<file path="src/rtl/pre_load_writer.sv">
// Boot-time image copier: reads a byte-wide ROM from address 0, packs bytes
// little-endian into 32-bit words and writes them to SRAM over an OBI master port.
// Optional checksum output is enabled by defining PRE_LOAD_WRITER_CHECKSUM_EN.
module pre_load_writer #(
  parameter int unsigned NUM_BYTES = 100000,
  parameter logic [31:0] DEST_BASE = 32'h0000_0000
) (
  input  logic        clk_i,
  input  logic        rst_i,
  input  logic        start_i,
  output logic [31:0] rom_addr_o,
  input  logic [7:0]  rom_data_i,
  output logic        bus_req_o,
  input  logic        bus_gnt_i,
  output logic [31:0] bus_addr_o,
  output logic        bus_we_o,
  output logic [3:0]  bus_be_o,
  output logic [31:0] bus_wdata_o,
  input  logic        bus_rvalid_i,
  output logic        busy_o,
  output logic        done_o
`ifdef PRE_LOAD_WRITER_CHECKSUM_EN
  ,
  output logic [31:0] checksum_o
`endif
);

  typedef enum logic [2:0] {
    ST_IDLE,
    ST_FETCH,
    ST_CAPTURE,
    ST_WRITE,
    ST_WAIT_RSP,
    ST_DONE
  } state_t;

  // Only meaningful when NUM_BYTES > 0; the zero-length copy never reaches CAPTURE.
  localparam logic [31:0] LAST_IDX = 32'(NUM_BYTES) - 32'd1;

  state_t      r_state;
  state_t      w_state_next;
  logic [31:0] r_cnt;
  logic [31:0] r_buf;
  logic [3:0]  r_be;
  logic [1:0]  w_lane;
  logic        w_last;
  logic        w_start;

  assign w_lane  = r_cnt[1:0];
  assign w_last  = (r_cnt == LAST_IDX);
  assign w_start = start_i && ((r_state == ST_IDLE) || (r_state == ST_DONE));

  always_comb begin
    // NOTE: every output gets a default before the case so no path infers a latch.
    w_state_next = r_state;
    rom_addr_o   = '0;
    bus_req_o    = 1'b0;
    bus_we_o     = 1'b0;
    bus_addr_o   = '0;
    bus_be_o     = '0;
    bus_wdata_o  = '0;
    busy_o       = 1'b0;
    done_o       = 1'b0;
    case (r_state)
      ST_IDLE: begin
        if (start_i) w_state_next = (NUM_BYTES == 0) ? ST_DONE : ST_FETCH;
      end
      ST_FETCH: begin
        rom_addr_o   = r_cnt;
        busy_o       = 1'b1;
        w_state_next = ST_CAPTURE;
      end
      ST_CAPTURE: begin
        busy_o       = 1'b1;
        w_state_next = ((w_lane == 2'd3) || w_last) ? ST_WRITE : ST_FETCH;
      end
      ST_WRITE: begin
        bus_req_o   = 1'b1;
        bus_we_o    = 1'b1;
        bus_addr_o  = DEST_BASE + {r_cnt[31:2], 2'b00};
        bus_be_o    = r_be;
        bus_wdata_o = r_buf;
        busy_o      = 1'b1;
        if (bus_gnt_i) w_state_next = ST_WAIT_RSP;
      end
      ST_WAIT_RSP: begin
        busy_o = 1'b1;
        if (bus_rvalid_i) w_state_next = w_last ? ST_DONE : ST_FETCH;
      end
      ST_DONE: begin
        done_o = 1'b1;
        if (start_i) w_state_next = (NUM_BYTES == 0) ? ST_DONE : ST_FETCH;
      end
      default: w_state_next = ST_IDLE;
    endcase
  end

  // NOTE: sequential state uses non-blocking assignments so all registers update together.
  always_ff @(posedge clk_i or posedge rst_i) begin
    if (rst_i) begin
      r_state <= ST_IDLE;
      r_cnt   <= '0;
      r_buf   <= '0;
      r_be    <= '0;
    end else begin
      r_state <= w_state_next;
      case (r_state)
        ST_IDLE, ST_DONE: begin
          if (w_start) begin
            r_cnt <= '0;
            r_buf <= '0;
            r_be  <= '0;
          end
        end
        ST_CAPTURE: begin
          r_buf[{w_lane, 3'b000} +: 8] <= rom_data_i;
          r_be[w_lane]                 <= 1'b1;
          if (!((w_lane == 2'd3) || w_last)) r_cnt <= r_cnt + 32'd1;
        end
        ST_WAIT_RSP: begin
          // Counter stays on the final byte index so the last word keeps its address.
          if (bus_rvalid_i && !w_last) begin
            r_cnt <= r_cnt + 32'd1;
            r_buf <= '0;
            r_be  <= '0;
          end
        end
        default: ;
      endcase
    end
  end

`ifdef PRE_LOAD_WRITER_CHECKSUM_EN
  logic [31:0] r_csum;

  always_ff @(posedge clk_i or posedge rst_i) begin
    if (rst_i) begin
      r_csum <= '0;
    end else if (w_start) begin
      r_csum <= '0;
    end else if (r_state == ST_CAPTURE) begin
      r_csum <= r_csum + {24'd0, rom_data_i};
    end
  end

  assign checksum_o = r_csum;
`endif

endmodule

</file>
<file path="config.mk">
export PLATFORM = sky130hd
export DESIGN_NAME = pre_load_writer
export DESIGN_NICKNAME = d
export VERILOG_FILES = /design/src/rtl/pre_load_writer.sv
export SDC_FILE = /design/constraint.sdc
export NUM_CORES = 1
export LEC_CHECK = 0
export CORE_UTILIZATION = 54
export CTS_CLUSTER_DIAMETER = 150
export DETAILED_ROUTE_END_ITERATION = 16
export GPL_TIMING_DRIVEN = 0
export PLACE_DENSITY_LB_ADDON = 0.2
export SLEW_MARGIN = 20
export SYNTH_ARGS = -nofsm -noshare
export SYNTH_HDL_FRONTEND = slang
export SYNTH_SLANG_ARGS = --single-unit
</file>
<file path="constraint.sdc">
create_clock -name clk_i -period 5.2 [get_ports clk_i]
set_input_delay 1.04 -clock clk_i [delete_from_list [all_inputs] [get_ports clk_i]]
set_output_delay 1.04 -clock clk_i [all_outputs]
set_load 0.01 [all_outputs]
</file>
After elaboration in Yosys (flattened, before gate mapping)
Cells that the tools add are included.
- flip-flop bits (word level): 71
- input port bits: 13
- memories kept: 0
- memory bits (writable): 0
- latch bits: 0
- output and inout port bits: 104
- word-level logic and storage cells: 62
- ROM bits: 0
- shift operators: 2
- multipliers: 0
- bitwise gates (word level): 1
- magnitude comparators: 2
- reductions and logical operators: 13
- equality and inequality tests: 13
- $add $sub $neg: 2
- multiplexer cells: 25
- div/mod/pow operators: 0
- operator list (cell ; number):
    $mux 32 ; 7
    $pmux 32 s3 ; 2
    $add 32x1->32 const B ; 1
    $bwmux 32 ; 1
    $eq 32x17->1 const B ; 1
    $shift 8x7->32 const A ; 1
    $shiftx 8x7->32 ; 1
    $pmux 3 s5 ; 1
    $mux 3 ; 4
    $mux 4 ; 3
    $pmux 4 s3 ; 1
    $ne 2x2->1 const B ; 4
    $neg 5->7 ; 1
    $eq 3x2->1 const B ; 2
    $eq 3x3->1 const B ; 2
    $reduce_and 3->1 ; 2
    $mux 1 ; 4
    $ne 2x1->1 const B ; 2
    $or 4x4->4 ; 1
    $reduce_and 4->1 ; 1
    $reduce_or 4->1 ; 1
    $eq 3x1->1 const B ; 1
    $logic_and 1x1->1 ; 3
    $logic_not 3->1 ; 1
    other kinds (9) ; 10

Depth between registers and ports, before layout
- depth in word-level cells: 6
- mapped depth: 8
- mapped depth without buffers: 6

Worst setup path after synthesis
OpenSTA, ideal clock, no wires.
- path kind: flip-flop to output port
- start: reg r_state[0]
- end: out rom_addr_o[11]
- buffers on the path: 2
- cell stages (with the launch flop): 6
- arrival time: 1.528 ns
- required time: 4.160 ns
- slack: 2.632 ns
- cells stage by stage: dfrtp_1 -> buf_6 -> clkinv_1 -> nor3_1 -> clkbuf_1 -> and2_1
- word-level cells in the longest chain between the ends: 2
- RTL lines (item ; RTL line ; text):
    start, declared ; 40 ; state_t r_state;
    start signal, assigned ; 106 ; r_state <= w_state_next;
    $eq 3x1->1 ; 64 ; case (r_state)
    $mux 32 ; 64 ;
    end, declared ; 11 ; output logic [31:0] rom_addr_o,
Every way passes these cells.

Final worst setup path
- start: reg r_state[0]
- end: out bus_addr_o[2]
- word-level cells in the longest chain between the ends: 2
- RTL lines (item ; RTL line ; text):
    $eq 3x2->1 ; 64 ;
    $mux 32 ; 64 ;
    end, declared ; 15 ; output logic [31:0] bus_addr_o,
Every way passes these cells.

==> summary.md <==
| Metric | Value |
|---|---|
| Count leader, synth | `and2_1` |
| Synthesized area | `approximately 4500 µm²` |
| Clock sink count | `71` |
| Min cycle time layout | `approximately 4.1 ns` |
| #FFs+latches synth | `71` |
| First DRT Iteration DRCs | `336` |
| Sequential share of the synthesized area | `39.26%` |
| Num rows | `33` |
| Final hold slack | `just over 0.5 ns` |
| Crit path to | `bus_addr_o[2]` |
| TritonCTS clock tree | `done` |
| Top cells by area, synth | `dfrtp_1, and2_1, a22o_1, nand2_1, ha_1` |
| Total track usage | `32.46%` |
| Core Region | `slightly above 8000 µm²` |
| DRC Markers | `0` |
| Worst r2r dst | `r_cnt[26]` |
| Synth cell count leaders | `and2_1, dfrtp_1, a22o_1` |
| Grt total ovfl | `0` |
| Post-synth ARST share | `between 90% and 100%` |
| PortBufs | `114` |
| Period utilization | `roughly four fifths` |
| CP max FO | `10` |
| Root Driver | `clkbuf_8` |
| Dpl hpwl | `~10 mm` |
| Pwr per Cell Area | `335.4 nW/µm²` |
| Clock Skew | `around 0.015 ns` |
| Syn Area/Cell | `about 9.2 µm²` |
| Buffers & Inverters on Critical Path | `5` |
| Worst-path clk slew | `~0.09 ns` |
| Number of top-level pins | `between 100 and 150` |
| Share of the synthesized area in the top cell type | `around two fifths` |
| Slew HR | `between 30% and 40%` |
| WP data arrival | `between 3 and 4 ns` |
| Antenna violations before repair | `0` |
| Worst EP required | `around 4.2 ns` |
| Die footprint | `8751 µm²` |
| CP delay by family, top | `buffers and inverters` |
| Total power | `approximately 2 mW` |
| Antenna diodes | `0` |
| Clk_lat worst skew | `~0.37 ns` |
| Largest net degree at the start of global routing | `between 50 and 60` |
| Final max-slew violation count | `0` |
| Setup tns final | `0 ns` |
| Status | `finished, final reports clean` |
| First-pass GRT wire length | `21.52 mm` |
| Vias in the first global route | `about 4100` |
| Max Cap Viol | `0` |
| # H-tree levels | `3` |
| Hold Buf Count CTS | `0` |
| Slowest stage delay, CP | `roughly 0.56 ns` |
| Setup bufs post-CTS | `0` |
| Worst r2r path cells | `7` |
| Layout cells sized above 1 | `between 9 and 10%` |
| Critical path's most frequent cell | `clkbuf_1` |
| Ys Warns | `0` |
| CP startpoint | `r_state[0]` |
| CP Depth | `7` |
| Area leader, netlist | `dfrtp_1` |
| Gpl congestion | `0.9110` |
| Cts repair resizes | `0` |
| WS Path Type | `register to output port` |
| WL final | `13.73 mm` |
| CP Capture Type | `output port` |
| Achievable Freq | `~250 MHz` |
| Final core utilization | `roughly 74%` |
| Worst hold path type | `register to register` |
| Vias per cell | `6.135` |
| Static Leak | `roughly 2.6 nW` |
| Area Overhead vs Synth | `33.07%` |
| Setup-failing EPs final | `0` |
| CTS max path bufs | `2` |
| Nets | `638` |
| TritonCTS buffer count | `9` |
| Starting Density | `a little under three fifths` |
| RSZ-0062 raised after global routing | `false` |
| Detailed Routing Iterations Pass 1 | `5` |
| Post-DRT Antenna Nets | `0` |
| Critical-path top delay cell | `clkdlybuf4s50_1` |
| Drt wl/cell | `between 15 and 20 µm` |
| Worst R2R Start | `r_cnt[0]` |
| Maximum vdd drop | `~0.34 mV` |
| Yosys cell types | `62` |
| Post-Syn Instances | `slightly below 500` |
| R2r setup slk | `2.52 ns` |
| Worst-path cell chain | `buf_6, clkinv_1, nor2_1, clkbuf_1, clkbuf_1, and2_1, clkdlybuf4s50_1` |
| Via count | `4460` |
| Fin. Hold Viols | `0` |
| Slew @ Worst Pin | `0.9354 ns` |
| Most used flip-flop cell after synthesis | `dfrtp_1` |
| Die height | `a little over 90 µm` |
| Crit path launch type | `register` |
| Number of synthesized flops with an enable pin | `0` |
| Chip width | `around 94 µm` |
-- flip-flops by register name, summed over array words and instances, names as in the netlist --
signal   count
r_buf       32
r_cnt       32
r_be         4
r_state      3
-- power by group --
| part | total, mW | switching [mW] | internal, mW | leakage (nW) |
|---|---|---|---|---|
| combinational | 0.917 | 0.614 | 0.303 | 1.54 |
| clock | 0.437 | 0.253 | 0.183 | 0.0892 |
| sequential | 0.666 | 0.0547 | 0.612 | 0.982 |
-- cells in the final DEF, fill, tap and decap left out, types with 3 or more instances in the layout --
cell,n
a211o_1,8
a21o_1,6
a21oi_1,13
a22o_1,36
a31oi_1,6
a41oi_1,6
and2_1,93
and3_1,8
and4_1,3
buf_2,12
buf_4,5
buf_6,3
clkbuf_1,19
clkbuf_8,9
clkdlybuf4s50_1,114
dfrtp_1,71
ha_1,8
inv_1,5
inv_6,4
nand2_1,27
nand2b_1,3
nand3_1,18
nand4_1,10
nor2_1,22
nor3_1,10
nor4_1,14
nor4b_1,4
o21ai_0,12
o21ai_1,3
o21ai_2,4
o31ai_1,11
o41ai_1,3
or4_1,4
xnor2_1,4
-- worst min-delay path by stage --
stage	startpoint	end	slack, ns	cells past startpoint
2_1_floorplan	r_be[0]	r_be[0]	0.45	2
3_3_place_gp	r_be[3]	r_be[3]	0.48	2
3_5_place_dp	r_be[1]	r_be[1]	0.48	2
4_1_cts	r_be[1]	r_be[1]	0.51	2
5_1_grt	r_buf[5]	r_buf[5]	0.52	1
6_report	r_buf[1]	r_buf[1]	0.50	1
-- stage by stage --
step | worst slack (ns) | cells | cell area (µm²)
2_1_floorplan | 2.363 | 491 | 4529
3_3_place_gp | 1.182 | 710 | 5802
3_5_place_dp | 1.556 | 711 | 5837
4_1_cts | 1.160 | 727 | 6022
5_1_grt | 0.9490 | 727 | 6022
6_report | 1.135 | 727 | 6022
-- cell type report --
class                   count  area, µm²
fillers                   624       2153
repair buffers            115       1169
clock inverters             7      61.31
flip-flops and latches     71       1777
multi-input cells         370       2511
clock buffers               9      123.9
well taps                 105      131.4
inverters                   7      28.78
plain buffers              43      220.2
-- routing by layer --
layer  global-route usage (%)  vias to the layer above  routed length, µm
met5                        0                        -                  0
met4                    10.51                        0                169
li1                         -                     2046                  -
met3                    6.260                       13               1192
met2                    49.88                      245               6266
met1                    46.03                     2156               6099
-- worst reg2reg max path, cell delays in order, from the launching register on --
cell,delay (ns)
dfrtp_1,0.57
ha_1,0.23
buf_2,0.25
nand4_1,0.26
nor3_2,0.54
nand4_1,0.24
and3_1,0.24
a211o_1,0.26
-- kinds of logic (layout without fill, tap and decap cells) --
group	after synthesis	count (layout)	synth area share, %
compound gates	123	123	21.29
xor+xnor	5	5	0.9676
fa+ha+maj	8	8	2.212
buf+inv	50	181	5.447
flops	71	71	39.26
mux	1	1	0.2212
other cells	1	2	0.08286
simple gates	231	231	30.52
(Power assumes the default switching activity.)
